<file path="src/rtl/game_sequencer.sv">
// -----------------------------------------------------------------------------
// game_sequencer
//   Game-flow controller for the Breakout datapath. Walks the game through
//   IDLE, SERVE, PLAY, MISS, CLEAR, OVER (and optionally PAUSED), keeps the
//   lives and level counters, gates all motion through `run`, and issues
//   one-cycle reset pulses to the ball and the block bank.
//
//   Optional feature macro: GAME_SEQUENCER_PAUSE_EN
//     defined   : a pause rising edge toggles PLAY <-> PAUSED
//     undefined : the pause input is accepted but has no effect
//
// Ports
//   clock         in   pixel clock (VGA_CLK)
//   reset         in   asynchronous reset, active low
//   frame_tick    in   one-cycle pulse per frame
//   start         in   level; rising edge starts a game from IDLE
//   pause         in   level; rising edge toggles pause (feature macro only)
//   hit_block     in   ball hit a block this cycle
//   endgame_ball  in   ball reached the lava
//   endgame_block in   a block reached the bottom of the screen
//   exist         in   per-block alive flags
//   state         out  IDLE=0 SERVE=1 PLAY=2 MISS=3 CLEAR=4 OVER=5 PAUSED=6
//   run           out  high only in PLAY
//   ball_rst      out  one-cycle pulse, ball back to serve position
//   blocks_rst    out  one-cycle pulse, all blocks re-created
//   lives         out  remaining lives
//   level         out  current level / speed select
//   score_pulse   out  registered (run & hit_block)
// -----------------------------------------------------------------------------
module game_sequencer #(
    parameter int LIVES        = 3,
    parameter int NUM_BLOCKS   = 5,
    parameter int SERVE_FRAMES = 60,
    parameter int MISS_FRAMES  = 90,
    parameter int OVER_FRAMES  = 180,
    parameter int MAX_LEVEL    = 7
) (
    input  logic                  clock,
    input  logic                  reset,
    input  logic                  frame_tick,
    input  logic                  start,
    input  logic                  pause,
    input  logic                  hit_block,
    input  logic                  endgame_ball,
    input  logic                  endgame_block,
    input  logic [NUM_BLOCKS-1:0] exist,
    output logic [2:0]            state,
    output logic                  run,
    output logic                  ball_rst,
    output logic                  blocks_rst,
    output logic [2:0]            lives,
    output logic [2:0]            level,
    output logic                  score_pulse
);

    localparam logic [2:0] IDLE   = 3'd0;
    localparam logic [2:0] SERVE  = 3'd1;
    localparam logic [2:0] PLAY   = 3'd2;
    localparam logic [2:0] MISS   = 3'd3;
    localparam logic [2:0] CLEAR  = 3'd4;
    localparam logic [2:0] OVER   = 3'd5;
    localparam logic [2:0] PAUSED = 3'd6;

    localparam int MAX_A      = (SERVE_FRAMES > MISS_FRAMES) ? SERVE_FRAMES : MISS_FRAMES;
    localparam int MAX_FRAMES = (MAX_A > OVER_FRAMES) ? MAX_A : OVER_FRAMES;
    localparam int TW         = (MAX_FRAMES < 1) ? 1 : $clog2(MAX_FRAMES + 1);

    localparam logic [TW-1:0] T_SERVE = TW'(SERVE_FRAMES);
    localparam logic [TW-1:0] T_MISS  = TW'(MISS_FRAMES);
    localparam logic [TW-1:0] T_OVER  = TW'(OVER_FRAMES);
    localparam logic [2:0]    L_LOAD  = 3'(LIVES);
    localparam logic [2:0]    L_MAX   = 3'(MAX_LEVEL);

    logic [2:0]    state_r, state_n_s;
    logic [TW-1:0] timer_r, timer_n_s, timer_dec_s;
    logic [2:0]    lives_r, lives_n_s;
    logic [2:0]    level_r, level_n_s;
    logic          run_r, ball_rst_r, blocks_rst_r, score_pulse_r;
    logic          ball_rst_n_s, blocks_rst_n_s;
    logic          start_q_r, start_rise_s;
    logic          timer_zero_s, no_blocks_s;

`ifdef GAME_SEQUENCER_PAUSE_EN
    logic          pause_q_r, pause_rise_s;
    assign pause_rise_s = pause & ~pause_q_r;
`else
    logic          unused_pause_s;
    assign unused_pause_s = pause;
`endif

    assign start_rise_s = start & ~start_q_r;
    assign timer_zero_s = (timer_r == {TW{1'b0}});
    assign no_blocks_s  = (exist == {NUM_BLOCKS{1'b0}});
    // The timer only counts frames; it holds between ticks.
    assign timer_dec_s  = frame_tick ? (timer_r - TW'(1)) : timer_r;

    // Next-state, counter and pulse decode for the game flow.
    always_comb begin
        state_n_s      = state_r;
        timer_n_s      = timer_r;
        lives_n_s      = lives_r;
        level_n_s      = level_r;
        ball_rst_n_s   = 1'b0;
        blocks_rst_n_s = 1'b0;
        case (state_r)
            IDLE: begin
                if (start_rise_s) begin
                    state_n_s      = SERVE;
                    timer_n_s      = T_SERVE;
                    lives_n_s      = L_LOAD;
                    level_n_s      = 3'd0;
                    ball_rst_n_s   = 1'b1;
                    blocks_rst_n_s = 1'b1;
                end else begin
                    state_n_s = IDLE;
                end
            end
            SERVE: begin
                if (timer_zero_s) begin
                    state_n_s = PLAY;
                end else begin
                    timer_n_s = timer_dec_s;
                end
            end
            PLAY: begin
                // A block at the bottom ends the game outright; a lost ball
                // outranks a cleared field.
                if (endgame_block) begin
                    state_n_s = OVER;
                    timer_n_s = T_OVER;
                    lives_n_s = 3'd0;
                end else if (endgame_ball) begin
                    state_n_s = MISS;
                    timer_n_s = T_MISS;
                    if (lives_r != 3'd0) begin
                        lives_n_s = lives_r - 3'd1;
                    end else begin
                        lives_n_s = 3'd0;
                    end
                end else if (no_blocks_s) begin
                    state_n_s = CLEAR;
                    timer_n_s = T_SERVE;
`ifdef GAME_SEQUENCER_PAUSE_EN
                end else if (pause_rise_s) begin
                    state_n_s = PAUSED;
`endif
                end else begin
                    state_n_s = PLAY;
                end
            end
            MISS: begin
                if (!timer_zero_s) begin
                    timer_n_s = timer_dec_s;
                end else if (lives_r == 3'd0) begin
                    state_n_s = OVER;
                    timer_n_s = T_OVER;
                end else begin
                    state_n_s    = SERVE;
                    timer_n_s    = T_SERVE;
                    ball_rst_n_s = 1'b1;
                end
            end
            CLEAR: begin
                if (timer_zero_s) begin
                    state_n_s      = SERVE;
                    timer_n_s      = T_SERVE;
                    ball_rst_n_s   = 1'b1;
                    blocks_rst_n_s = 1'b1;
                    if (level_r >= L_MAX) begin
                        level_n_s = L_MAX;
                    end else begin
                        level_n_s = level_r + 3'd1;
                    end
                end else begin
                    timer_n_s = timer_dec_s;
                end
            end
            OVER: begin
                if (timer_zero_s) begin
                    state_n_s = IDLE;
                end else begin
                    timer_n_s = timer_dec_s;
                end
            end
            PAUSED: begin
`ifdef GAME_SEQUENCER_PAUSE_EN
                // Endgame inputs are ignored here; only pause resumes play.
                if (pause_rise_s) begin
                    state_n_s = PLAY;
                end else begin
                    state_n_s = PAUSED;
                end
`else
                state_n_s = IDLE;
`endif
            end
            default: begin
                state_n_s = IDLE;
                timer_n_s = {TW{1'b0}};
            end
        endcase
    end

    // Registered state, counters and outputs.
    always_ff @(posedge clock or negedge reset) begin
        if (!reset) begin
            state_r       <= IDLE;
            timer_r       <= {TW{1'b0}};
            lives_r       <= L_LOAD;
            level_r       <= 3'd0;
            run_r         <= 1'b0;
            ball_rst_r    <= 1'b0;
            blocks_rst_r  <= 1'b0;
            score_pulse_r <= 1'b0;
            start_q_r     <= 1'b0;
        end else begin
            state_r       <= state_n_s;
            timer_r       <= timer_n_s;
            lives_r       <= lives_n_s;
            level_r       <= level_n_s;
            run_r         <= (state_n_s == PLAY);
            ball_rst_r    <= ball_rst_n_s;
            blocks_rst_r  <= blocks_rst_n_s;
            // run_r is high exactly in PLAY, so hits elsewhere never score.
            score_pulse_r <= run_r & hit_block;
            start_q_r     <= start;
        end
    end

`ifdef GAME_SEQUENCER_PAUSE_EN
    // Previous pause level for rising-edge detection.
    always_ff @(posedge clock or negedge reset) begin
        if (!reset) begin
            pause_q_r <= 1'b0;
        end else begin
            pause_q_r <= pause;
        end
    end
`endif

    assign state       = state_r;
    assign run         = run_r;
    assign ball_rst    = ball_rst_r;
    assign blocks_rst  = blocks_rst_r;
    assign lives       = lives_r;
    assign level       = level_r;
    assign score_pulse = score_pulse_r;

endmodule

</file>
<file path="config.mk">
export PLATFORM = sky130hd
export DESIGN_NAME = game_sequencer
export DESIGN_NICKNAME = d
export VERILOG_FILES = /design/src/rtl/game_sequencer.sv
export SDC_FILE = /design/constraint.sdc
export NUM_CORES = 1
export LEC_CHECK = 0
export ABC_CLOCK_PERIOD_IN_PS = 2000
export CORE_MARGIN = 3
export CORE_UTILIZATION = 35
export DETAILED_ROUTE_END_ITERATION = 10
export GPL_TIMING_DRIVEN = 0
export SETUP_SLACK_MARGIN = 0.3
export SLEW_MARGIN = 20
export SYNTH_ARGS = -nofsm -noshare
export SYNTH_HDL_FRONTEND = slang
export SYNTH_SLANG_ARGS = --single-unit
</file>
<file path="constraint.sdc">
create_clock -name clock -period 2 [get_ports clock]
set_input_delay 0.5 -clock clock [delete_from_list [all_inputs] [get_ports clock]]
set_output_delay 0.5 -clock clock [all_outputs]
set_load 0.02 [all_outputs]
</file>
==> impl_metrics.toml, run 1 <==
[run_status]
status = "finished with violations"
violations = "setup timing"

[timing]
fin_hold_ws_ns = 0.194
worst_slew_pin_slew_ns = 0.506
setup-tns-final_ns = -0.103
period_minus_slack_ns = 2.04
final.setup_skew_ns = 0.00106
slew_headroom_pct = 66.3
slew_violations = 0
setup_viol = 5
rsz0062_at_grt = "true"
max_freq_mhz = 489
finalCritPeriodShare_pct = 102
worst_slack_ns = -0.0441
hold_viol = 0

[route]
dr.pass1.iters = 4
drt_iter0_drc = 48
ant_nets = 0
vias_per_cell = 5.28
vias = 1283
drc_errors = 0
wirelength_um = 3520
drt-wirelength-per-cell_um = 14.5

[cts]
cts_root_buffer = "clkbuf_8"
insertion_delay_ns = 0.26
cts_max_path_buffers = 2
cts_sinks = 22
cts_tree = "yes"
clk_pin_slew_ns = 0.08
cts_made_buffers = 3
cts.htree.levels = 1

[worst_setup_path]
rr_worst_depth = 8
path_class = "reg2reg"
worst-r2r-setup-slack_ns = -0.04
rr_endpoint = "timer_r[5]"
r2r_start = "timer_r[0]"
crit_arrival_ns = 2.20
crit_start = "timer_r[0]"
start_kind = "flip-flop"
required_ns = 2.16
worst_setup_path_end_kind = "flip-flop"
worstPathMaxFanout = 6
crit_end = "timer_r[5]"

[min_path]
hp-class = "in2async"

[global_route]
grt_pass1_vias = 1190
grt_max_degree = 23
track_usage_pct = 16.5
grt_pass1_wl_um = 5660
grt_overflow = 0
antenna_found_initial = 0

[synthesis]
syn_area_sq_mm = 0.00137
synth_compound_area_share_pct = 25.8
synth-edff-count = 0
ys_seq_elements = 22
yosysWarningCount = 0
synth.top_cell.area_share_pct = 36.5
syn_avg_cell_area_sq_um = 9.01
yosysSeqAreaShare_pct = 40.4
synth_top_flop_cell = "dfrtp_1"
synthMuxAreaShare_pct = 0
synth.net_count = 169
synth-simple-area-share_pct = 23.6
syn_inst = 152
yosys-top-cells-area = "dfrtp_1 (37%), o21ai_0 (4.7%), dfstp_2 (3.8%)"
yosysTopAreaCell = "dfrtp_1"
synth_top_family_by_area = "compound AO/OA/AOI/OAI gates"
synth.distinct_cells = 43
synth-xor-area-share_pct = 2.56
synth_adder_area_share_pct = 3.65
async_flop_share_pct = 100

[die]
rows = 22
initial_utilization_pct = 36.9
die_w_um = 68.6
die_area_sq_mm = 0.00470
fp.dieH_um = 68.6
coreArea_sq_mm = 0.00372
pin_count = 26

[flow_run]
maxCapViolCount = 0

[place]
portBuffers = 23
hpwl_um = 2470
post-place-cells = 223
placed_area_sq_mm = 0.00168
post-place-ws_ns = -0.611
gp_congestion = 0.896

[layout]
drive_gt1_share_pct = 25.1
final_cell_mix = "dfrtp_1 (19), buf_4 (14), nand2_1 (13)"
antenna_cells = 0
stdcell_area_sq_mm = 0.00192
area_growth_pct = 40.2
fin_util_pct = 51.7
final_cell_count_no_fill = 243
fin_nets = 213
final_common_cell = "dfrtp_1"

[power]
p_leak_nw = 0.902
pwr_density_cell_mw_per_mm2 = 1430
ir_drop_v = 0.000610
p_total_mw = 2.74
## worst min-delay path by stage
stage	startpoint	endpoint	slack (ns)	cells after the start
after floorplan	reset	ball_rst	0.20	0
after global placement	run	score_pulse	0.47	1
after detailed placement	run	score_pulse	0.48	1
after CTS	lives[1]	lives[1]	0.49	2
after global routing	reset	level[2]	0.22	1
final	reset	level[2]	0.19	1
## cells in the mapped netlist (all sizes together) (4+ instances only)
library cell	instances
a21oi	7
nand3	4
dfrtp	20
nor3	8
a22o	4
nor2	10
o21ai	14
inv	8
nand2b	4
nand2	15
ha	4
## worst max-delay path, cell delays in order, from the launching register on
cell	delay (ns)
dfrtp_1	0.40
inv_2	0.09
ha_4	0.12
nor3b_4	0.32
and2_4	0.21
o221ai_2	0.11
or3_1	0.33
buf_6	0.15
a32o_1	0.21
## logic make-up after synthesis
logic type / Yosys count
flip-flops: 22
AO/OA/AOI/OAI: 49
adder cells (fa/ha/maj): 4
buffers and inverters: 14
XOR/XNOR: 4
AND/OR/NAND/NOR: 59
## power by group
part	switching, mW	internal (mW)
logic	0.814	0.764
clock network	0.147	0.176
registers	0.211	0.625
## flip-flops by register name (all words and copies together), names as in the netlist
register,cells
level,3
timer_r,8
start_q_r,1
state,3
blocks_rst,1
score_pulse,1
run,1
ball_rst,1
lives,3
## repair_timing
| item | in CTS | in global routing |
|---|---|---|
| setup endpoints to repair | 23 | 19 |
| resized for setup | 20 | 14 |
| pin swaps | 6 | 15 |
| endpoints found under the hold margin | 0 | 0 |
| setup buffers | 9 | 7 |
| hold buffers | 0 | 0 |
## per-layer routing
layer	global-route usage (%)	routed length, um
met1	21.1	1610
met2	28.0	1720
met3	2.92	133
met4	5.21	50
met5	0	0
## area by class of cell
cell class	instances	area, sq um
fill	351	1800
multi-input combinational	116	840
sequential	22	554
timing repair buffer	39	348
tap	48	60.1
clock buffer	4	55.1
buffer	6	33.8
inverter	8	30.0
Power figures use the tool's default switching activity.
==> run 2: changes to the inputs <==
Settings changed: CORE_MARGIN 3 to 10.
==> impl_metrics.toml, run 2 (synthesis gave the netlist of run 1 again) <==
[die]
die_area_sq_mm = 0.00682
pin_count = 26
coreArea_sq_mm = 0.00372
initial_utilization_pct = 36.9
rows = 22
die_w_um = 82.6
fp.dieH_um = 82.6

[timing]
setup_viol = 4
final.setup_skew_ns = 0.00288
worst_slack_ns = -0.0188
worst_slew_pin_slew_ns = 0.510
period_minus_slack_ns = 2.02
finalCritPeriodShare_pct = 101
max_freq_mhz = 495
hold_viol = 0
rsz0062_at_grt = "true"
slew_violations = 0
slew_headroom_pct = 66.0

[worst_setup_path]
worstPathCellList = "inv_2 > ha_4 > nor3b_4 > buf_4 > buf_6 > nand3_4 > a221oi_4 > a221o_1 > o21bai_1"
cp_num_buf_inv = 3
worstPathMaxFanout = 7
crit_arrival_ns = 2.21
path_class = "reg2reg"
worst_setup_path_end_kind = "flip-flop"
required_ns = 2.19
slowest_delay_ns = 0.39
start_kind = "flip-flop"
critPathTopFamily = "compound AO/OA/AOI/OAI gates"
cp_slowest_cell = "dfrtp_1"

[global_route]
grt_pass1_wl_um = 6010
antenna_found_initial = 0
grt_pass1_vias = 1298
grt_overflow = 0
grt_max_degree = 23
track_usage_pct = 11.3

[route]
drc_errors = 0
ant_nets = 0
wirelength_um = 3720
drt_iter0_drc = 84
drt-wirelength-per-cell_um = 15.2
vias = 1321
dr.pass1.iters = 4
vias_per_cell = 5.39

[layout]
largest_register_ff_count = 8
area_growth_pct = 43.9
fin_util_pct = 53.1
antenna_cells = 0
top_register = "timer_r"
final_cell_mix = "dfrtp_1 (18), o21ai_0 (13), buf_4 (13)"
final_cell_count_no_fill = 245
fin_nets = 215
drive_gt1_share_pct = 29.4
final_common_cell = "dfrtp_1"

[cts]
cts_sinks = 22
cts_made_buffers = 3
cts_max_path_buffers = 2
cts_hold_buf = 0
cts_tree = "yes"
insertion_delay_ns = 0.27
clk_pin_slew_ns = 0.08
cts_root_buffer = "clkbuf_8"
cts.htree.levels = 1

[place]
post-place-ws_ns = -0.615
portBuffers = 23
hpwl_um = 2620
post-place-cells = 223
gp_congestion = 0.872

[power]
pwr_density_cell_mw_per_mm2 = 1440
p_leak_nw = 0.896
ir_drop_v = 0.000574

[flow_run]
maxCapViolCount = 0

[run_status]
violations = "setup timing"
status = "finished with violations"

[min_path]
hp-class = "in2async"
run 2: changes by cell type in the layout (fill, tap and decap cells not counted), sizes merged:
cell / delta
buf: +1
clkbuf: +2
clkdlybuf4s15: -1
dlygate4sd2: +2
dlymetal6s2s: -2
run 2: timing repair:
action / in CTS / in global routing
pin swaps: 9 / 10
resized for setup: 31 / 15
buffers inserted: 15 / 3
endpoints found under the hold margin: 0 / 0
endpoints found under the setup margin: 24 / 16
run 2: path summary, 6_finish.rpt:
| path | start | end | slack, ns | depth (start not counted) |
|---|---|---|---|---|
| max in group asynchronous | reset | timer_r[4] | 1.44 | 1 |
| worst min-delay path | reset | level[2] | 0.19 | 1 |
| min in group clock | lives[1] | lives[1] | 0.49 | 2 |
| worst min register to register | lives[1] | lives[1] | 0.49 | 2 |
| worst max-delay path | timer_r[0] | timer_r[7] | -0.02 | 9 |
| worst max register to register | timer_r[0] | timer_r[7] | -0.02 | 9 |
run 2: report_power, final:
group	internal, mW	switching, mW	total, mW
clock	0.176	0.150	0.326
sequential	0.627	0.218	0.845
combinational	0.817	0.843	1.66
run 2: final cells by class:
type | count | area [sq um]
inverters | 8 | 30.0
clock buffers | 4 | 55.1
well taps | 48 | 60.1
flip-flops and latches | 22 | 556
multi-input cells | 116 | 872
repair buffers | 41 | 362
plain buffers | 6 | 37.5
fillers | 361 | 1740
run 2: metal layers:
layer  vias up  track usage, %  part of all wire, %
met3         5            2.05                  6.1
met5         -               0                    0
met4         0            4.52                  1.7
li1        650               -                    -
met2        35            19.8                   48
met1       631            13.2                   45
run 2: through the flow:
step | power (mW) | cell area, sq um | hold WS (ns) | TNS, ns
2_1_floorplan | 1.76 | 1390 | 0.204 | 0
6_report | 2.83 | 1970 | 0.190 | -0.0462
4_1_cts | 2.74 | 1920 | 0.487 | -0.120
3_5_place_dp | 2.18 | 1680 | 0.476 | -2.36
3_3_place_gp | 2.14 | 1680 | 0.467 | -2.29
5_1_grt | 3.04 | 1970 | 0.232 | -0.546
==> run 3: changes to the inputs <==
Settings changed: CTS_CLUSTER_DIAMETER set to 100.
==> results of run 3 <==
Final layout, timing and power as in run 2 (identical DEF).
